$ cat src/rtl/muldiv_seq.sv
// rtl/muldiv_seq.sv - multi-cycle HI/LO sequencer for MULT/MULTU/DIV/DIVU/MTHI/MTLO
//
// Ports:
//   CLK  in   clock, rising edge
//   RST  in   synchronous active-low reset
//   Req  in   issue strobe (Func/A/B valid while high)
//   Func in   funct field of the issued R-form instruction
//   A    in   rs operand (multiplicand / dividend / MTHI-MTLO source)
//   B    in   rt operand (multiplier / divisor)
//   Busy out  operation in flight; requests are ignored
//   Done out  one-cycle pulse when a multiply/divide result commits
//   Hi   out  HI register
//   Lo   out  LO register
module muldiv_seq #(
    parameter int         XLEN    = 32,
    parameter logic [5:0] F_MTHI  = 6'h11,
    parameter logic [5:0] F_MTLO  = 6'h13,
    parameter logic [5:0] F_MULT  = 6'h18,
    parameter logic [5:0] F_MULTU = 6'h19,
    parameter logic [5:0] F_DIV   = 6'h1A,
    parameter logic [5:0] F_DIVU  = 6'h1B
) (
    input  logic            CLK,
    input  logic            RST,
    input  logic            Req,
    input  logic [5:0]      Func,
    input  logic [XLEN-1:0] A,
    input  logic [XLEN-1:0] B,
    output logic            Busy,
    output logic            Done,
    output logic [XLEN-1:0] Hi,
    output logic [XLEN-1:0] Lo
);
    localparam int CW = $clog2(XLEN);
    localparam logic [CW-1:0] CNT_LAST = CW'(XLEN - 1);

    typedef enum logic [1:0] {IDLE, MUL, DIV, FIX} state_t;

    state_t              state_q, state_d;
    logic [CW-1:0]       cnt_q, cnt_d;
    // MUL: {partial product high, multiplier shifting out}
    // DIV: {partial remainder, dividend shifting out / quotient shifting in}
    logic [2*XLEN-1:0]   acc_q, acc_d;
    logic [XLEN-1:0]     opnd_q, opnd_d;     // multiplicand or divisor magnitude
    logic                is_div_q, is_div_d;
    logic                pneg_q, pneg_d;     // negate product / quotient
    logic                rneg_q, rneg_d;     // negate remainder
    logic [XLEN-1:0]     hi_q, hi_d;
    logic [XLEN-1:0]     lo_q, lo_d;
    logic                done_q, done_d;

    logic [XLEN:0]       madd;
    logic [XLEN:0]       dshift;
    logic [XLEN+1:0]     dsub;
    logic                dge;
    logic                sa, sb;
    logic [2*XLEN-1:0]   prod_neg;

    function automatic logic [XLEN-1:0] mag(input logic [XLEN-1:0] v, input logic neg);
        return neg ? (~v + 1'b1) : v;
    endfunction

    assign madd     = {1'b0, acc_q[2*XLEN-1:XLEN]} + {1'b0, opnd_q};
    assign dshift   = {acc_q[2*XLEN-1:XLEN], acc_q[XLEN-1]};
    assign dsub     = {1'b0, dshift} - {2'b00, opnd_q};
    assign dge      = ~dsub[XLEN+1];
    assign prod_neg = ~acc_q + 1'b1;

    always_comb begin
        state_d  = state_q;
        cnt_d    = cnt_q;
        acc_d    = acc_q;
        opnd_d   = opnd_q;
        is_div_d = is_div_q;
        pneg_d   = pneg_q;
        rneg_d   = rneg_q;
        hi_d     = hi_q;
        lo_d     = lo_q;
        done_d   = 1'b0;
        sa       = 1'b0;
        sb       = 1'b0;

        case (state_q)
            IDLE: begin
                if (Req) begin
                    if (Func == F_MTHI) begin
                        hi_d = A;
                    end else if (Func == F_MTLO) begin
                        lo_d = A;
                    end else if (Func == F_MULT || Func == F_MULTU) begin
                        sa       = (Func == F_MULT) & A[XLEN-1];
                        sb       = (Func == F_MULT) & B[XLEN-1];
                        acc_d    = {{XLEN{1'b0}}, mag(B, sb)};
                        opnd_d   = mag(A, sa);
                        pneg_d   = sa ^ sb;
                        rneg_d   = 1'b0;
                        is_div_d = 1'b0;
                        cnt_d    = '0;
                        state_d  = MUL;
                    end else if (Func == F_DIV || Func == F_DIVU) begin
                        sa       = (Func == F_DIV) & A[XLEN-1];
                        sb       = (Func == F_DIV) & B[XLEN-1];
                        acc_d    = {{XLEN{1'b0}}, mag(A, sa)};
                        opnd_d   = mag(B, sb);
                        // Divide by zero keeps the all-ones quotient unsigned.
                        pneg_d   = (sa ^ sb) & (B != '0);
                        rneg_d   = sa;
                        is_div_d = 1'b1;
                        cnt_d    = '0;
                        state_d  = DIV;
                    end
                end
            end
            MUL: begin
                // Add multiplicand into the high half when the low bit is set,
                // then shift the whole accumulator right, carry included.
                if (acc_q[0]) begin
                    acc_d = {madd, acc_q[XLEN-1:1]};
                end else begin
                    acc_d = {1'b0, acc_q[2*XLEN-1:1]};
                end
                cnt_d = cnt_q + 1'b1;
                if (cnt_q == CNT_LAST) begin
                    state_d = FIX;
                end
            end
            DIV: begin
                if (dge) begin
                    acc_d = {dsub[XLEN-1:0], acc_q[XLEN-2:0], 1'b1};
                end else begin
                    acc_d = {dshift[XLEN-1:0], acc_q[XLEN-2:0], 1'b0};
                end
                cnt_d = cnt_q + 1'b1;
                if (cnt_q == CNT_LAST) begin
                    state_d = FIX;
                end
            end
            FIX: begin
                if (is_div_q) begin
                    lo_d = mag(acc_q[XLEN-1:0], pneg_q);
                    hi_d = mag(acc_q[2*XLEN-1:XLEN], rneg_q);
                end else if (pneg_q) begin
                    hi_d = prod_neg[2*XLEN-1:XLEN];
                    lo_d = prod_neg[XLEN-1:0];
                end else begin
                    hi_d = acc_q[2*XLEN-1:XLEN];
                    lo_d = acc_q[XLEN-1:0];
                end
                done_d  = 1'b1;
                state_d = IDLE;
            end
            default: state_d = IDLE;
        endcase
    end

    always_ff @(posedge CLK) begin
        if (!RST) begin
            state_q  <= IDLE;
            cnt_q    <= '0;
            acc_q    <= '0;
            opnd_q   <= '0;
            is_div_q <= 1'b0;
            pneg_q   <= 1'b0;
            rneg_q   <= 1'b0;
            hi_q     <= '0;
            lo_q     <= '0;
            done_q   <= 1'b0;
        end else begin
            state_q  <= state_d;
            cnt_q    <= cnt_d;
            acc_q    <= acc_d;
            opnd_q   <= opnd_d;
            is_div_q <= is_div_d;
            pneg_q   <= pneg_d;
            rneg_q   <= rneg_d;
            hi_q     <= hi_d;
            lo_q     <= lo_d;
            done_q   <= done_d;
        end
    end

    assign Busy = (state_q != IDLE);
    assign Done = done_q;
    assign Hi   = hi_q;
    assign Lo   = lo_q;
endmodule

$ cat config.mk
export PLATFORM = sky130hd
export DESIGN_NAME = muldiv_seq
export DESIGN_NICKNAME = d
export VERILOG_FILES = /design/src/rtl/muldiv_seq.sv
export SDC_FILE = /design/constraint.sdc
export NUM_CORES = 1
export LEC_CHECK = 0
export ABC_AREA = 1
export BUFFER_PORTS_ARGS = -buffer_cell sky130_fd_sc_hd__buf_4
export CAP_MARGIN = 20
export CORE_ASPECT_RATIO = 1.2
export CORE_UTILIZATION = 25
export CTS_CLUSTER_DIAMETER = 120
export CTS_CLUSTER_SIZE = 40
export DETAILED_ROUTE_END_ITERATION = 12
export PLACE_DENSITY = 0.44
export SYNTH_ARGS = -nofsm -noshare
export SYNTH_HDL_FRONTEND = slang
export SYNTH_SLANG_ARGS = --single-unit
$ cat constraint.sdc
create_clock -name CLK -period 2.7 [get_ports CLK]
set_clock_uncertainty 0.15 [all_clocks]
set_input_delay 0.27 -clock CLK [delete_from_list [all_inputs] [get_ports CLK]]
set_output_delay 0.27 -clock CLK [all_outputs]
set_load 0.05 [all_outputs]
==> impl_metrics.yaml <==
run_status:
  outcome: "finished, final reports clean"
worst_setup_path:
  reg2reg_depth: 14
  rr_startpoint: "opnd_q[18]"
  cp_cell_sequence: "dlygate4sd3_1 -> buf_4 -> inv_1 -> ha_1 -> nand3_1 -> nor2_2 -> nand3_1 -> nor2_4 -> nand2_1 -> nand2_1 -> nand3_1 -> o211ai_1 -> o211ai_1 -> nand2_1 -> inv_1"
  start_kind: "input pin"
  cp_top_family: "simple AND/OR/NAND/NOR gates"
  critPathMaxStageDelay_ps: 530
  cp_slowest_cell: "dlygate4sd3_1"
  path_buf_inv: 4
  path_class: "in -> reg"
  worstPathRequired_ps: 2940
  rrSetupSlack_ps: 120
  worst_r2r_endpoint: "acc_q[63]"
  path_max_fanout: 5
  arrival_ps: 2840
  endpoint_kind: "flip-flop"
clock_network:
  numCtsBuffers: 17
  cts_setup_buffers: 0
  clk_path_buf_depth: 2
  clock-sinks: 171
  clock_latency_ps: 510
  cts_tree: "built"
  clkTransAtPathRegs_ps: 70
  ctsRootBufferMaster: "clkbuf_16"
  htreeDepth: 4
detailed_routing:
  wirelength_met1_um: 40800
  via_per_inst: 5.06
  routed_wl_um: 105000
  num_vias: 23800
  drt_iter0_markers: 1914
  drc: 0
  top_layer_used: "met5"
  avgRoutedWirePerCell_um: 22.3
  wl_met3_um: 4890
  met2WireLength_um: 50700
  ant_nets: 0
  dr.pass1.iters: 7
layout:
  multi_input_area_um2: 13400
  fillCellCount: 8691
  area_delta_synth_final_pct: 23.6
  layout-drive-gt1-share_pct: 15.2
  fin_area_um2: 23400
  post-route-util_pct: 31.2
  seq_area_um2: 3440
  fin_nets: 3833
global_route:
  grt_pass1_wl_um: 151000
  grt_overflow: 0
  antenna_found_initial: 1
  track_usage_pct: 27.3
  grt_pass1_vias: 22800
  grt_max_degree: 61
power_and_ir_drop:
  p_seq_share_pct: 17.6
  clock_power_share_pct: 12.7
  combPwrFrac_pct: 69.7
  power.density_nw_per_um2: 866
  p_sw_mw: 11.6
  power_mw: 20.3
  p_leak_nw: 11.4
  power.share.switching_pct: 57.2
  p_int_mw: 8.68
  irDropWorstVdd_mv: 0.920
synth:
  synth_fp_nets: 3585
  ys_seq_area_share_pct: 18.1
  synth_compound_gate_area_share_pct: 20.8
  synth_top_family_by_area: "simple AND/OR/NAND/NOR gates"
  synthArstFlopShare_pct: 0
  synth.area.top_cells: "nand2_1 19%, dfxtp_1 18%, inv_1 8.9%"
  synthFlopType: "dfxtp_1"
  syn_area_um2: 18900
  synth-warning-count: 0
  synth_simple_gate_area_share_pct: 40.1
  avgSynthCellArea_um2: 5.51
  synthMuxAreaShare_pct: 0
  synth_cell_types: 55
  synthAdderAreaFrac_pct: 5.17
  synth_edf_count: 0
  synthCells: 3435
  yosysTopAreaCellShare_pct: 19.5
  yosysTopAreaCell: "nand2_1"
  ys_seq_elements: 171
  synth_xor_area_share_pct: 2.82
sta:
  finalHoldViolCount: 0
  clock.fmax_mhz: 384
  rsz0062_at_grt: "true"
  finalMaxSlewViolations: 0
  slew_headroom_pct: 50.9
  max_slew.worst_pin.slew_ps: 729
  min_period_over_period_pct: 96.5
  timing.final.ws_setup_ps: 94.2
  post-route-min-period_ps: 2610
  finalSetupViolations: 0
die:
  die_h_um: 304
  ios: 139
  start_util_pct: 25.2
  row_count: 110
  core_area_um2: 75000
  die-area_um2: 76900
  die_w_um: 253
min_path:
  min_to: "opnd_q[15]"
  hold_depth: 5
  min_from: "B[15]"
  holdCritPathClass: "in -> reg"
placement:
  dp_hpwl_um: 87300
  globalplace.congestion: 0.983
  io_buffer_count: 138
  pre_cts_slack_ps: 12.1
  placed_area_um2: 22500
run:
  drv_cap: 0
-- layout by cell type, fill, tap and decap left out, drive strengths merged, types with 10 or more instances in the layout --
cell type	Yosys	layout
o21ai	286	286
nand2	995	995
xor2	45	45
ha	75	75
nor2	344	344
nand3b	10	10
buf	60	367
o211ai	42	42
o221ai	20	20
and2	11	11
o22ai	22	22
clkinv	6	11
clkbuf	79	18
a31oi	21	21
inv	482	489
nor3	36	36
nand4	39	39
o21bai	10	10
a21oi	292	292
dfxtp	171	171
xnor2	16	16
nand3	334	334
-- flip-flops by register name, summed over array words and instances (netlist names) --
signal	count
acc_q	64
pneg_q	1
state_q	2
is_div_q	1
Hi	32
Lo	32
Done	1
cnt_q	5
rneg_q	1
opnd_q	32
-- power by group through the flow --
stage / clock, mW / combinational, mW / sequential (mW)
3_5_place_dp: 0 / 13.6 / 3.63
3_3_place_gp: 0 / 13.6 / 3.64
2_1_floorplan: 0 / 7.34 / 4.67
4_1_cts: 2.64 / 13.7 / 3.58
5_1_grt: 2.71 / 15.3 / 3.65
6_report: 2.58 / 14.1 / 3.57
-- cell type report --
type	count	share of cell area, %
clock buffers	18	1.83
well taps	1008	5.39
multi-input cells	2637	57.1
clock inverters	14	0.545
inverters	488	7.84
repair buffers	368	12.6
diodes	1	0.0107
flip-flops and latches	171	14.7
-- how the worst max path moves through the flow --
stage / from / to / cells after the start
3_3_place_gp: A[1] / opnd_q[22] / 12
4_1_cts: acc_q[32] / acc_q[61] / 18
2_1_floorplan: acc_q[0] / Hi[22] / 15
6_report: A[1] / opnd_q[24] / 15
3_5_place_dp: opnd_q[12] / acc_q[47] / 18
5_1_grt: opnd_q[7] / acc_q[63] / 16
-- metrics by stage --
stage | setup TNS (ps) | hold slack (ps) | cells
5_1_grt | -38.0 | 49.4 | 4704
3_5_place_dp | 0 | 311 | 4671
3_3_place_gp | 0 | 314 | 4671
6_report | 0 | 57.3 | 4705
2_1_floorplan | 0 | 282 | 3435
4_1_cts | 0 | 8.26 | 4704
-- synthesized netlist by cell type (4+ instances only) --
cell type / instances
and2_1: 10
clkbuf_1: 79
xor2_1: 45
o21ai_2: 4
o21ai_0: 214
ha_1: 75
o22ai_1: 22
o2111ai_1: 5
nor4_1: 7
nor2_4: 6
a221oi_1: 4
nand4_1: 38
nand2_1: 983
o211ai_1: 42
buf_2: 39
buf_1: 9
xnor2_1: 16
nand3_1: 328
nor3_1: 31
dfxtp_1: 171
a21oi_1: 287
nand3b_1: 10
o21bai_1: 10
nor2_2: 17
buf_4: 10
clkinv_1: 6
inv_2: 30
nor2_1: 319
inv_1: 451
nand3_2: 5
o221ai_1: 20
a31oi_1: 21
o21ai_1: 68
nor3_2: 5
nand2_2: 10
a21oi_2: 4
or2_2: 7
-- tightest hold or removal path, stage by stage --
cell      delay, ps
buf_4           120
o211ai_1        100
nand3_1          70
nand2_1          50
inv_1            60
-- metal layers --
metal  GRT usage [%]  vias up
li1                -    11700
met1            30.8    11000
met2            47.2      819
met3            3.29      241
met4            20.1        2
met5               0        -
-- cells by family (layout without fill, tap and decap cells) --
kind of cell	Yosys count	count (layout)
compound gates	715	715
xor+xnor	61	61
fa+ha+maj	77	77
buf+inv	627	888
flops	171	171
other cells	0	1
simple gates	1784	1784
-- timing repair --
item                       CTS  global route
hold buffers                 1             0
pin swaps                    0             1
setup endpoints to repair    1            46
resized for setup            1            78
hold endpoints to repair     1             0
No activity file was read; power rests on OpenSTA's default activity.
